$ cat src/rtl/fast_vram_pkg.sv
// Shared constants and types for the fast VRAM slot scheduler.
package fast_vram_pkg;

  localparam logic [1:0] SLOT_ACT_RD = 2'd0;
  localparam logic [1:0] SLOT_REND   = 2'd1;
  localparam logic [1:0] SLOT_CPU    = 2'd2;
  localparam logic [1:0] SLOT_PARSE  = 2'd3;

  localparam logic [10:0] ACTIVE_BASE = 11'h600;
  localparam logic [10:0] YATTR_BASE  = 11'h200;

  typedef enum logic {
    PRD = 1'b0,
    AWR = 1'b1
  } parse_state_t;

endpackage

$ cat src/rtl/fast_vram_parse_ctl.sv
// Y-parse sequencer: walks sprite indices in slot 3 and appends matches to the active list.
module fast_vram_parse_ctl
  import fast_vram_pkg::*;
#(
  parameter int unsigned PARSE_LAST = 380,
  parameter int unsigned ACTIVE_MAX = 96
) (
  input  logic         clk,
  input  logic         rst_n,
  input  logic [2:0]   phase,
  input  logic         new_line,
  input  logic         parse_match,
  output parse_state_t parse_state,
  output logic [8:0]   parse_index,
  output logic [6:0]   active_cnt,
  output logic         active_full,
  output logic         parse_done,
  output logic         parse_stb,
  output logic         parse_wr_req
);

  logic nl_pend;
  logic eval_q;
  logic line_clr;

  // A NEW_LINE landing on the slot-3 address clock is held one clock so the
  // address and data of an in-flight write stay stable until it completes.
  assign line_clr     = nl_pend | (new_line && (phase != 3'd6));
  assign active_full  = (active_cnt == 7'(ACTIVE_MAX));
  assign parse_wr_req = (parse_state == AWR) && !parse_done;

  always_ff @(posedge clk or negedge rst_n) begin
    if (!rst_n) begin
      parse_state <= PRD;
      parse_index <= '0;
      active_cnt  <= '0;
      parse_done  <= 1'b1;
      parse_stb   <= 1'b0;
      eval_q      <= 1'b0;
      nl_pend     <= 1'b0;
    end else begin
      parse_stb <= (phase == 3'd6) && (parse_state == PRD) && !parse_done;
      nl_pend   <= new_line && (phase == 3'd6);
      if (line_clr) begin
        parse_state <= PRD;
        parse_index <= '0;
        active_cnt  <= '0;
        parse_done  <= 1'b0;
        eval_q      <= 1'b0;
      end else begin
        eval_q <= parse_stb;
        if (eval_q) begin
          if (parse_match && !active_full) begin
            parse_state <= AWR;
          end else if (parse_index == 9'(PARSE_LAST)) begin
            parse_done <= 1'b1;
          end else begin
            parse_index <= parse_index + 9'd1;
          end
        end
        if ((phase == 3'd7) && parse_wr_req) begin
          parse_state <= PRD;
          active_cnt  <= active_cnt + 7'd1;
          if (parse_index == 9'(PARSE_LAST)) begin
            parse_done <= 1'b1;
          end else begin
            parse_index <= parse_index + 9'd1;
          end
          if (active_cnt == 7'(ACTIVE_MAX - 1)) begin
            parse_done <= 1'b1;
          end
        end
      end
    end
  end

endmodule

$ cat src/rtl/fast_vram_sched.sv
// Fast VRAM time-slot scheduler: phase counter, CPU holding register and address/CWE mux.
module fast_vram_sched
  import fast_vram_pkg::*;
#(
  parameter int unsigned PARSE_LAST = 380,
  parameter int unsigned ACTIVE_MAX = 96
) (
  input  logic        CLK_24M,
  input  logic        nRESET,
  input  logic        NEW_LINE,
  input  logic        CPU_REQ,
  input  logic        CPU_WR,
  input  logic [10:0] CPU_ADDR,
  input  logic [15:0] CPU_WDATA,
  output logic        CPU_BUSY,
  output logic [15:0] CPU_RDATA,
  output logic        CPU_ACK,
  input  logic        PARSE_MATCH,
  input  logic [15:0] VRAM_DIN,
  output logic [10:0] VRAM_ADDR,
  output logic [15:0] VRAM_DOUT,
  output logic        CWE_n,
  output logic [1:0]  SLOT,
  output logic        REND_STB,
  output logic        ACTRD_STB,
  output logic        PARSE_STB,
  output logic [8:0]  PARSE_INDEX,
  output logic [6:0]  ACTIVE_CNT,
  output logic        ACTIVE_FULL,
  output logic        PARSE_DONE,
  input  logic [10:0] REND_ADDR,
  input  logic [10:0] ACTRD_ADDR
);

  logic [2:0]   phase;
  logic [10:0]  cpu_addr_q;
  logic [15:0]  cpu_wdata_q;
  logic         cpu_wr_q;
  logic         cpu_go;
  logic         cpu_accept;
  parse_state_t parse_state;
  logic         parse_wr_req;

  assign SLOT       = phase[2:1];
  assign cpu_accept = CPU_REQ && !CPU_BUSY;

  fast_vram_parse_ctl #(
    .PARSE_LAST (PARSE_LAST),
    .ACTIVE_MAX (ACTIVE_MAX)
  ) u_parse_ctl (
    .clk          (CLK_24M),
    .rst_n        (nRESET),
    .phase        (phase),
    .new_line     (NEW_LINE),
    .parse_match  (PARSE_MATCH),
    .parse_state  (parse_state),
    .parse_index  (PARSE_INDEX),
    .active_cnt   (ACTIVE_CNT),
    .active_full  (ACTIVE_FULL),
    .parse_done   (PARSE_DONE),
    .parse_stb    (PARSE_STB),
    .parse_wr_req (parse_wr_req)
  );

  always_ff @(posedge CLK_24M or negedge nRESET) begin
    if (!nRESET) begin
      phase       <= '0;
      ACTRD_STB   <= 1'b0;
      REND_STB    <= 1'b0;
      CWE_n       <= 1'b1;
      CPU_BUSY    <= 1'b0;
      CPU_ACK     <= 1'b0;
      CPU_RDATA   <= '0;
      cpu_addr_q  <= '0;
      cpu_wdata_q <= '0;
      cpu_wr_q    <= 1'b0;
      cpu_go      <= 1'b0;
    end else begin
      phase     <= phase + 3'd1;
      ACTRD_STB <= (phase == 3'd0);
      REND_STB  <= (phase == 3'd2);
      CPU_ACK   <= 1'b0;
      if (cpu_accept) begin
        cpu_addr_q  <= CPU_ADDR;
        cpu_wdata_q <= CPU_WDATA;
        cpu_wr_q    <= CPU_WR;
        CPU_BUSY    <= 1'b1;
      end
      // Slot 2 is committed at the end of phase 3; later requests wait a full cycle.
      if (phase == 3'd3) begin
        cpu_go <= CPU_BUSY | cpu_accept;
      end
      if ((phase == 3'd5) && cpu_go) begin
        if (!cpu_wr_q) begin
          CPU_RDATA <= VRAM_DIN;
        end
        CPU_ACK  <= 1'b1;
        CPU_BUSY <= 1'b0;
        cpu_go   <= 1'b0;
      end
      CWE_n <= !(((phase == 3'd4) && cpu_go && cpu_wr_q) ||
                 ((phase == 3'd6) && parse_wr_req));
    end
  end

  always_comb begin
    VRAM_ADDR = cpu_addr_q;
    case (SLOT)
      SLOT_ACT_RD: VRAM_ADDR = ACTRD_ADDR;
      SLOT_REND:   VRAM_ADDR = REND_ADDR;
      SLOT_CPU:    VRAM_ADDR = cpu_addr_q;
      SLOT_PARSE:  VRAM_ADDR = (parse_state == AWR) ? (ACTIVE_BASE | 11'(ACTIVE_CNT))
                                                    : (YATTR_BASE | 11'(PARSE_INDEX));
    endcase
  end

  assign VRAM_DOUT = (SLOT == SLOT_PARSE) ? {7'b0, PARSE_INDEX} : cpu_wdata_q;

endmodule

$ cat config.mk
export PLATFORM = sky130hd
export DESIGN_NAME = fast_vram_sched
export DESIGN_NICKNAME = d
export VERILOG_FILES = /design/src/rtl/fast_vram_pkg.sv /design/src/rtl/fast_vram_parse_ctl.sv /design/src/rtl/fast_vram_sched.sv
export SDC_FILE = /design/constraint.sdc
export NUM_CORES = 1
export LEC_CHECK = 0
export BUFFER_PORTS_ARGS = -buffer_cell sky130_fd_sc_hd__buf_4
export CORE_ASPECT_RATIO = 1.2
export CORE_UTILIZATION = 30
export DETAILED_ROUTE_END_ITERATION = 8
export HOLD_SLACK_MARGIN = 0.12
export PLACE_DENSITY = 0.65
export SLEW_MARGIN = 20
export SYNTH_ARGS = -nofsm -noshare
export SYNTH_HDL_FRONTEND = slang
export SYNTH_HIERARCHICAL = 1
export SYNTH_SLANG_ARGS = --single-unit
$ cat constraint.sdc
create_clock -name CLK_24M -period 2.7 [get_ports CLK_24M]
set_input_delay 0.675 -clock CLK_24M [delete_from_list [all_inputs] [get_ports CLK_24M]]
set_output_delay 0.675 -clock CLK_24M [all_outputs]
set_load 0.005 [all_outputs]
==> results.cfg <==
[outcome]
status = finished clean

[critical_path]
cp.arrival_ps = 1790
end_kind = output pin
cp_cell_sequence = mux2i_1 > o22ai_1 > a21o_1 > buf_4
crit_path_max_fanout = 14
required_ps = 2030
critPathBufInv = 1
crit_path_max_incr_delay_ps = 700
cp-start-kind = flip-flop
path_class = flip-flop to output pin
crit_slowest_cell = dfrtp_1
crit_family = flip-flops

[place]
dp_hpwl_um = 7536
place_area_mm2 = 0.004928
dp_slack_ps = 501.5
routabilityCongestion = 0.8225
io_buffers = 139

[route]
wire_per_inst_um = 16.61
totalWireLength_um = 10130
drcViolationCount = 0
drt.antenna.violating_nets = 0
drtPass1Iterations = 4
drt-initial-drc-count = 81
detailroute.via_count = 2902
vias_per_cell = 4.757

[yosys]
synth_cell_type_count = 48
syn_avg_cell_area_um2 = 12.28
synth_edf_count = 0
synth_common_cells = dfrtp_1 (72), mux2_2 (42), mux2i_1 (18), nor2_1 (16), nand2_1 (14)
syn_nets = 383
synth.top_cells.by_area = dfrtp_1 (48%), mux2_2 (13%), mux2i_1 (4.8%)
synth_warnings = 6
syn_area_mm2 = 0.003722
ys_ff_latch = 74
yosysMostFrequentCell = dfrtp_1
synth_top_area_cell = dfrtp_1
yosysSeqAreaShare = 0.4982
yosysTopAreaCellShare = 0.4840
ys_async_sr_fraction = 1.000
ys.flop_type = dfrtp_1
synthCells = 303

[sta]
fin_ws_ps = 234.0
worstMarginPinSlew_ps = 951.2
rsz0062_at_grt = no
final.min_clock_period_ps = 2466
finClkSkew_ps = 3.680
layout_worst_path_cycle_share = 0.9133
drv_slew = 0
max_freq_mhz = 405.5
finalSetupViolations = 0
hold_viol = 0
max_slew_margin = 0.3659
setup_tns_ps = 0

[finish]
multi_input_area_mm2 = 0.001734
syn_to_final_growth_pct = 41.08
layout.nets = 524
final.fill_count = 1142
drive_gt1_frac = 0.5033
num_antenna_cells = 0
seqCellArea_mm2 = 0.001854
final_cell_area_mm2 = 0.005251

[global_route]
overflow = 0
grt_max_degree = 75
antenna_found_initial = 0
track_usage = 0.1626
grt_pass1_wl_um = 15870
grt_pass1_vias = 2986

[power]
p_total_mw = 3.045
p_leak_nw = 2.504
ir_drop_v = 0.0002481
p_per_area_mw_per_mm2 = 579.9

[clock_tree]
ctsHoldBuffers = 0
cts_root_buffer = clkbuf_16
ctsResizeCount = 0
cts.sinks = 74
path_clk_slew_ps = 60
numCtsBuffers = 9
clk_latency_ps = 330
htreeDepth = 3
postCtsSetupRepairBufs = 0
clockBufferDepth = 2
cts_tree = built

[die]
die_w_um = 103.7
initial_core_util = 0.3073
num_io_pins = 140
num_rows = 44
dieArea_mm2 = 0.01286
core_area_mm2 = 0.01211
fp.dieH_um = 124.0

[min_path]
hold_path_class = input pin to async pin

[flow_run]
maxCapViolCount = 0
[logic make-up (layout without fill, tap and decap cells)]
logic type | count (synthesis) | in the layout | synth area share
AO/OA/AOI/OAI | 34 | 34 | 0.06353
XOR/XNOR | 7 | 7 | 0.01647
adder cells (fa/ha/maj) | 9 | 9 | 0.03025
buffers and inverters | 27 | 173 | 0.03731
flip-flops | 74 | 74 | 0.4982
multiplexers | 73 | 73 | 0.2339
AND/OR/NAND/NOR | 79 | 79 | 0.1203
[layout by cell type (no fill, tap or decap), drive strengths merged, types with 9 or more instances in the layout]
cell and n:
nor2 16, buf 147, mux2i 18, and2 11, clkbuf 10, inv 10
dfrtp 72, mux2 52, nand2 14, ha 9
[sequential cells by signal, indices dropped and copies added (netlist names), 3 cells and up]
| signal | count |
|---|---|
| CPU_RDATA | 16 |
| cpu_wdata_q | 16 |
| cpu_addr_q | 11 |
| u_parse_ctl/parse_index | 9 |
| u_parse_ctl/active_cnt | 7 |
| phase | 3 |
[where the power goes]
| group | internal, mW | leakage (nW) | switching (mW) |
|---|---|---|---|
| clock | 0.811 | 0.145 | 0.480 |
| combinational | 0.319 | 1.45 | 0.146 |
| sequential | 1.23 | 0.912 | 0.0621 |
| total | 2.36 | 2.50 | 0.689 |
[worst reg2reg max path: stages, from the launching register on]
cell and delay (ps):
dfrtp_1 470, buf_4 240, nand3b_1 200, a21o_1 430, or4b_1 580, nand2_1 80
[through the flow]
| stage | util | hold slack, ps | instances |
|---|---|---|---|
| after CTS | 0.4334 | 502.1 | 610 |
| after detailed placement | 0.4069 | 488.3 | 594 |
| after global routing | 0.4336 | 512.7 | 610 |
| after floorplan | - | 379.4 | 303 |
| final | 0.4336 | 491.7 | 610 |
| after global placement | 0.4069 | 482.7 | 594 |
[path summary, 6_finish.rpt]
path	depth (start not counted)	start	end	slack [ps]
min	1	nRESET	u_parse_ctl/nl_pend	490
max reg2reg	5	phase[2]	u_parse_ctl/parse_index[7]	640
min reg2reg	1	cpu_wdata_q[12]	cpu_wdata_q[12]	500
min in group CLK_24M	1	cpu_wdata_q[12]	cpu_wdata_q[12]	500
max in group asynchronous	1	nRESET	CPU_RDATA[7]	1600
max	4	u_parse_ctl/parse_state	VRAM_ADDR[0]	230
[area by class of cell]
cell class                      count  area share
Sequential cell                    74      0.3531
Timing Repair Buffer              147      0.2102
Multi-Input combinational cell    202      0.3302
Clock inverter                      6     0.01739
Clock buffer                       10     0.04360
Tap cell                          161     0.03836
Inverter                           10    0.007148
[layer usage]
layer / vias up / global-route usage / part of all wire
li1: 1358 / - / -
met1: 1425 / 0.1917 / 0.43
met2: 106 / 0.2810 / 0.50
met3: 13 / 0.04919 / 0.061
met5: - / 0 / 0
met4: 0 / 0.06250 / 0.016
(Power assumes the default switching activity.)
